## src/rtl/memory_access.sv

```systemverilog
// MEM-stage data-memory access unit: runs one load/store over a req/gnt/rvalid bus,
// stalls the pipeline until it completes, registers load data and resolves PCSrc_M.
module memory_access #(
  parameter int TIMEOUT_CYCLES = 255
) (
  input  logic        clk,
  input  logic        reset,
  input  logic        valid_M,
  input  logic        MemRead_M,
  input  logic        MemWrite_M,
  input  logic        Branch_M,
  input  logic        zero_M,
  input  logic [63:0] aluResult_M,
  input  logic [63:0] writeData_M,
  output logic        dmem_req,
  output logic        dmem_we,
  output logic [63:0] dmem_addr,
  output logic [63:0] dmem_wdata,
  input  logic        dmem_gnt,
  input  logic        dmem_rvalid,
  input  logic [63:0] dmem_rdata,
  output logic        stall_M,
  output logic [63:0] readData_M,
  output logic        PCSrc_M,
  output logic        mem_error
);

  localparam int CW = $clog2(TIMEOUT_CYCLES) + 1;
  localparam logic [CW-1:0] CNT_LAST = CW'(TIMEOUT_CYCLES - 1);

  typedef enum logic [1:0] {IDLE, REQ, RESP, DONE} state_t;

  state_t        state_reg, state_next;
  logic [CW-1:0] cnt_reg;
  logic          we_reg;
  logic [63:0]   addr_reg;
  logic [63:0]   wdata_reg;
  logic [63:0]   read_data_reg;
  logic          mem_error_reg;

  logic acc, bad, start, timeout, load_done;

  assign acc = valid_M & (MemRead_M ^ MemWrite_M);
  assign bad = valid_M & ((MemRead_M & MemWrite_M) |
                          ((MemRead_M | MemWrite_M) & (aluResult_M[2:0] != 3'd0)));

  always_comb begin
    state_next = state_reg;
    stall_M    = 1'b0;
    start      = 1'b0;
    timeout    = 1'b0;
    load_done  = 1'b0;
    unique case (state_reg)
      IDLE: begin
        start   = acc & ~bad;
        stall_M = start;
        if (start) state_next = REQ;
      end
      REQ: begin
        stall_M = 1'b1;
        // A store completes on grant; a load still has to wait for its data.
        if (dmem_gnt && we_reg) begin
          state_next = DONE;
        end else if (cnt_reg == CNT_LAST) begin
          timeout    = 1'b1;
          state_next = DONE;
        end else if (dmem_gnt) begin
          state_next = RESP;
        end
      end
      RESP: begin
        stall_M = 1'b1;
        if (dmem_rvalid) begin
          load_done  = 1'b1;
          state_next = DONE;
        end else if (cnt_reg == CNT_LAST) begin
          timeout    = 1'b1;
          state_next = DONE;
        end
      end
      DONE: state_next = IDLE;
      default: state_next = IDLE;
    endcase
  end

  always_ff @(posedge clk) begin
    if (reset) begin
      state_reg     <= IDLE;
      cnt_reg       <= '0;
      we_reg        <= 1'b0;
      addr_reg      <= '0;
      wdata_reg     <= '0;
      read_data_reg <= '0;
      mem_error_reg <= 1'b0;
    end else begin
      state_reg <= state_next;
      if (start) begin
        addr_reg  <= aluResult_M;
        wdata_reg <= writeData_M;
        we_reg    <= MemWrite_M;
        cnt_reg   <= '0;
      end else if (state_reg == REQ || state_reg == RESP) begin
        cnt_reg <= cnt_reg + 1'b1;
      end
      if ((state_reg == IDLE && bad) || timeout) mem_error_reg <= 1'b1;
      if (timeout) read_data_reg <= '0;
      else if (load_done) read_data_reg <= dmem_rdata;
    end
  end

  assign dmem_req   = (state_reg == REQ);
  assign dmem_we    = we_reg;
  assign dmem_addr  = addr_reg;
  assign dmem_wdata = wdata_reg;
  assign readData_M = read_data_reg;
  assign mem_error  = mem_error_reg;
  assign PCSrc_M    = valid_M & Branch_M & zero_M;

endmodule

```

## config.mk

```make
export PLATFORM = sky130hd
export DESIGN_NAME = memory_access
export DESIGN_NICKNAME = d
export VERILOG_FILES = /design/src/rtl/memory_access.sv
export SDC_FILE = /design/constraint.sdc
export NUM_CORES = 1
export LEC_CHECK = 0
export CORE_ASPECT_RATIO = 1.2
export CORE_UTILIZATION = 30
export CTS_CLUSTER_DIAMETER = 50
export DETAILED_ROUTE_END_ITERATION = 12
export DONT_BUFFER_PORTS = 1
export PLACE_DENSITY_LB_ADDON = 0.1
export SYNTH_ARGS = -nofsm -noshare
export SYNTH_HDL_FRONTEND = slang
export SYNTH_SLANG_ARGS = --single-unit
export TNS_END_PERCENT = 1
```

## constraint.sdc

```tcl
create_clock -name clk -period 2.6 [get_ports clk]
set_input_delay 0.26 -clock clk [delete_from_list [all_inputs] [get_ports clk]]
set_output_delay 0.26 -clock clk [all_outputs]
set_load 0.1 [all_outputs]
```

---- After elaboration in Yosys (flattened, before gate mapping) ----
Index checks and enable logic that the tools add are counted.
word-level totals
  register bits after elaboration ......... 205
  bits of input ports ..................... 201
  output and inout port bits .............. 197
operators by class
  $add $sub $neg .......................... 1
  eq/ne operators ......................... 7
  multiplexer cells ....................... 15
  bitwise operators ....................... 11
  reductions and logical operators ........ 10
operators with widths
  operator                                               number
  2-to-1 mux 2 bit                                       6
  adder 9 x 1 -> 9 bit, second input constant            1
  equality test 9 x 8 -> 1 bit, second input constant    1
  one-hot mux 2 bit (4 select lines)                     1
  bitwise AND 1 bit                                      7
  2-to-1 mux 1 bit                                       6
  OR reduction 2 bit                                     3
  equality test 2 bit, second input constant             2
  inequality test 4 x 1 -> 1 bit, second input constant  1
  one-hot mux 1 bit (2 select lines)                     2
  inequality test 3 bit, second input constant           1
  AND reduction 3 bit                                    1
  nonzero test 3 bit                                     1
  equality test 2 x 1 -> 1 bit, second input constant    1
  logical AND 1 bit                                      2
  zero test 2 bit                                        1
  logical OR 1 bit                                       2
  inequality test 2 bit, second input constant           1
  bitwise OR 1 bit                                       2
  inverter 1 bit                                         1
  bitwise XOR 1 bit                                      1

---- Depth between registers and ports, before layout ----
Gate-level depths: netlist (run 1).
  depth after elaboration ................. 8
  gate-level depth with buffers ........... 8
  mapped depth without buffers ............ 6

---- Worst setup path after synthesis (run 1) ----
Ideal clock, no wire load.
  path kind ............................... input to output
  from .................................... in MemRead_M
  to ...................................... out stall_M
  arrival ................................. 2441 ps
  path slack .............................. -101 ps
  stages on the path ...................... 7
  path buffers ............................ 1
  cell sequence ........................... inv_1 ha_1 and3b_1 o211a_4 buf_2 nor2_1 nor2_1
on the way
  longest elaborated chain between the ends .. 7
  elaborated cells between the ends (all ways) .. 10
ends and longest elaborated chain
  item                                    line  RTL
  from (decl)                             9     input logic MemRead_M,
  bitwise OR 1 bit                        45    ((MemRead_M | MemWrite_M) & (aluResult_M[2:0] != 3'd0)));
  bitwise AND 1 bit                       45
  bitwise OR 1 bit                        44    assign bad = valid_M & ((MemRead_M & MemWrite_M) |
  bitwise AND 1 bit                       44
  inverter 1 bit                          55    start = acc & ~bad;
  bitwise AND 1 bit (*)                   55
  one-hot mux 1 bit (2 select lines) (*)  53    unique case (state_reg)
  to (decl)                               22    output logic stall_M,
Mark *: on every way between the ends. The rest lies on a longest branch, timed or not.

---- Worst setup path after layout (run 1) ----
  from .................................... reg state_reg[0]
  to ...................................... out stall_M
on the way
  longest elaborated chain between the ends .. 3
  elaborated cells between the ends (all ways) .. 5
ends and longest elaborated chain
  item                                                                 line  RTL
  from (decl)                                                          33    state_t state_reg, state_next;
  from (signal assigned)                                               96    state_reg <= state_next;
  equality test 2 x 1 -> 1 bit or equality test 2 bit (tied branches)  53
  OR reduction 2 bit (no line)                                         -
  one-hot mux 1 bit (2 select lines) (*)                               53
Marked as above.

==> impl_metrics.json, run 1 <==
{
  "synth_seq_area_share_pct": 55.29,
  "wl_um": 24180,
  "synthFlopType": "dfxtp_1",
  "cts_max_path_buffers": 3,
  "dpl.hpwl_um": 15290,
  "syn_area_um2": 7422,
  "routed_via_density": 4.595,
  "drv_cap": 0,
  "seq_power_share_pct": 44.6,
  "synth_cell_types": 36,
  "initial_utilization_pct": 30.76,
  "ant_nets": 0,
  "p_int_w": 0.005776,
  "dieHeight_um": 174.3,
  "finalHoldViolCount": 0,
  "rows": 62,
  "p_comb_share_pct": 9.3,
  "hold_class": "in -> reg",
  "endpoint_kind": "output pin",
  "dr.pass1.iters": 4,
  "drive_gt1_share_pct": 11.15,
  "io_buffers": 0,
  "grt_pass1_vias": 6898,
  "synthCells": 928,
  "synth_area_leaders": "dfxtp_1, nand2_1, a21oi_1",
  "num_antenna_cells": 0,
  "status": "finished, final reports clean",
  "yosys_warnings": 0,
  "vias": 6911,
  "die_area_um2": 25380,
  "clock_skew_ns": 0.01277,
  "synth-edff-count": 0,
  "crit_arrival_ns": 2.15,
  "synth_top_area_share_pct": 55.29,
  "io-pin-count": 398,
  "globalplace.congestion": 0.7363,
  "insertion_delay_ns": 0.53,
  "cts_buffers": 28,
  "report.final.slew_viol_count": 0,
  "peakVddDrop_v": 0.0005429,
  "utilization_pct": 45.70,
  "layoutNonFillerInstCount": 1504,
  "setup_violations": 0,
  "grt_setup_unrepaired": "no",
  "fmaxAchievable_ghz": 0.4145,
  "critPathLaunchType": "flop",
  "grt_pass1_wl_um": 36960,
  "clock_power_share_pct": 46.0,
  "core_area_um2": 24130,
  "tns_ns": 0,
  "worst_ep_required_time_ns": 2.34,
  "dp_cells": 1259,
  "clk_pin_slew_ns": 0.06,
  "maxSlewHeadroom_pct": 31.92,
  "path_max_fanout": 20,
  "crit_type": "reg -> out",
  "drt_iter0_markers": 307,
  "synthArstFlopShare_pct": 0,
  "period_minus_slack_ns": 2.413,
  "switchingPower_w": 0.002308,
  "p_leak_nw": 3.998,
  "yosysMostFrequentCell": "nand2_1",
  "htree_levels": 1,
  "tightest_slew_ns": 1.020,
  "avgSynthCellArea_um2": 7.998,
  "drcViolationCount": 0,
  "p_per_area_nw_per_um2": 733.2,
  "synth_common_cells": "nand2_1, dfxtp_1, a21oi_1, clkbuf_1, buf_2",
  "regArea_um2": 4104,
  "track_usage_pct": 17.93,
  "antenna_found_initial": 0,
  "cts-root-buf": "clkbuf_16",
  "die_w_um": 145.6,
  "syn2layout_area_growth_pct": 48.53,
  "cts_tree": "built",
  "cts_sinks": 205,
  "synth_top_area_cell": "dfxtp_1",
  "grt_overflow": 0,
  "fin_nets": 1374,
  "period_share_pct": 92.80,
  "wl_per_cell_um": 16.08,
  "ys_ff_latch": 205,
  "sw_frac_of_total_pct": 28.55,
  "grt_max_degree": 133,
  "multiInputGateArea_um2": 2959,
  "num-fill-cells": 2375,
  "syn_nets": 1138
}
-- repair_timing --
item,in CTS,in global routing
hold buffers,195,0
resized for setup,0,1
setup buffers,0,0
setup endpoints to repair,0,1
hold endpoints to repair,196,0
-- through the flow --
| stage | hold WS [ns] | power (W) | setup WS [ns] | area (µm²) |
|---|---|---|---|---|
| 2_1_floorplan | 0.3960 | 0.004065 | 0.3633 | 7425 |
| 3_3_place_gp | 0.3379 | 0.004145 | 0.5811 | 8132 |
| 3_5_place_dp | 0.3417 | 0.004146 | 0.5197 | 8132 |
| 4_1_cts | 0.1214 | 0.008200 | 0.07375 | 11020 |
| 5_1_grt | 0.1361 | 0.008409 | 0.02034 | 11020 |
| 6_report | 0.1401 | 0.008083 | 0.1872 | 11020 |
-- cell families after synthesis --
family,after synthesis,share of synthesized area (%)
flops,205,55.29
simple gates,423,22.22
compound gates,212,14.95
buf+inv,71,5.074
fa+ha+maj,9,1.517
xor+xnor,8,0.9441
-- critical path: stages, from the launching register on --
cell	delay (ns)
dfxtp_1	0.35
inv_1	0.14
ha_1	0.34
o211a_4	0.39
nor2_1	0.08
nor2_2	0.14
buf_12	0.19
-- power by group through the flow --
| stage | clock, W | sequential (W) | combinational [W] |
|---|---|---|---|
| after floorplan | 0 | 0.00379 | 0.000278 |
| after global placement | 0 | 0.00367 | 0.000470 |
| after detailed placement | 0 | 0.00367 | 0.000472 |
| after CTS | 0.00384 | 0.00361 | 0.000757 |
| after global routing | 0.00399 | 0.00361 | 0.000805 |
| final | 0.00372 | 0.00361 | 0.000755 |
-- cell type report --
class	count	area share, %
flip-flops and latches	205	37.23
inverters	6	0.2043
well taps	320	3.632
clock buffers	34	7.025
multi-input cells	652	26.84
clock inverters	16	1.317
repair buffers	271	23.75
-- final timing paths --
kind	endpoint	slack (ns)	cells past startpoint	from
worst min-delay path	cnt_reg[0]	0.14	2	reset
worst max register to register	dmem_addr[34]	0.22	7	state_reg[0]
worst min register to register	readData_M[19]	0.45	2	readData_M[19]
worst max-delay path	stall_M	0.19	6	state_reg[0]
-- routing by layer --
layer | global-route usage [%] | vias to the layer above | wire, µm
met4 | 5.789 | 0 | 528
met2 | 32.09 | 303 | 11790
li1 | - | 3471 | -
met1 | 19.83 | 3103 | 9531
met5 | 0 | - | 0
met3 | 6.010 | 34 | 2325
-- placed cells by master, fill, tap and decap left out, types with 3 or more instances in the layout --
cell type | netlist | routed
clkinvlp_4 | 0 | 4
buf_4 | 1 | 69
nand4_1 | 3 | 3
xnor2_1 | 5 | 5
ha_1 | 9 | 9
dfxtp_1 | 205 | 205
inv_1 | 6 | 6
a21oi_1 | 197 | 197
clkbuf_16 | 0 | 29
clkinv_4 | 0 | 3
clkinv_2 | 0 | 3
xor2_1 | 3 | 3
dlygate4sd3_1 | 0 | 194
nand2_1 | 392 | 391
nor2_1 | 14 | 13
clkbuf_8 | 0 | 3
buf_12 | 0 | 6
inv_6 | 0 | 5
Note: power is estimated with default switching activity, not from simulation.
==> run 2, diff against run 1 <==
--- a/config.mk
+++ b/config.mk
@@ -14,4 +14,4 @@
 export SYNTH_ARGS = -nofsm -noshare
 export SYNTH_HDL_FRONTEND = slang
 export SYNTH_SLANG_ARGS = --single-unit
-export TNS_END_PERCENT = 1
+export TNS_END_PERCENT = 100
==> results of run 2 <==
No change in the layout: final DEF, timing and power equal those of run 1.
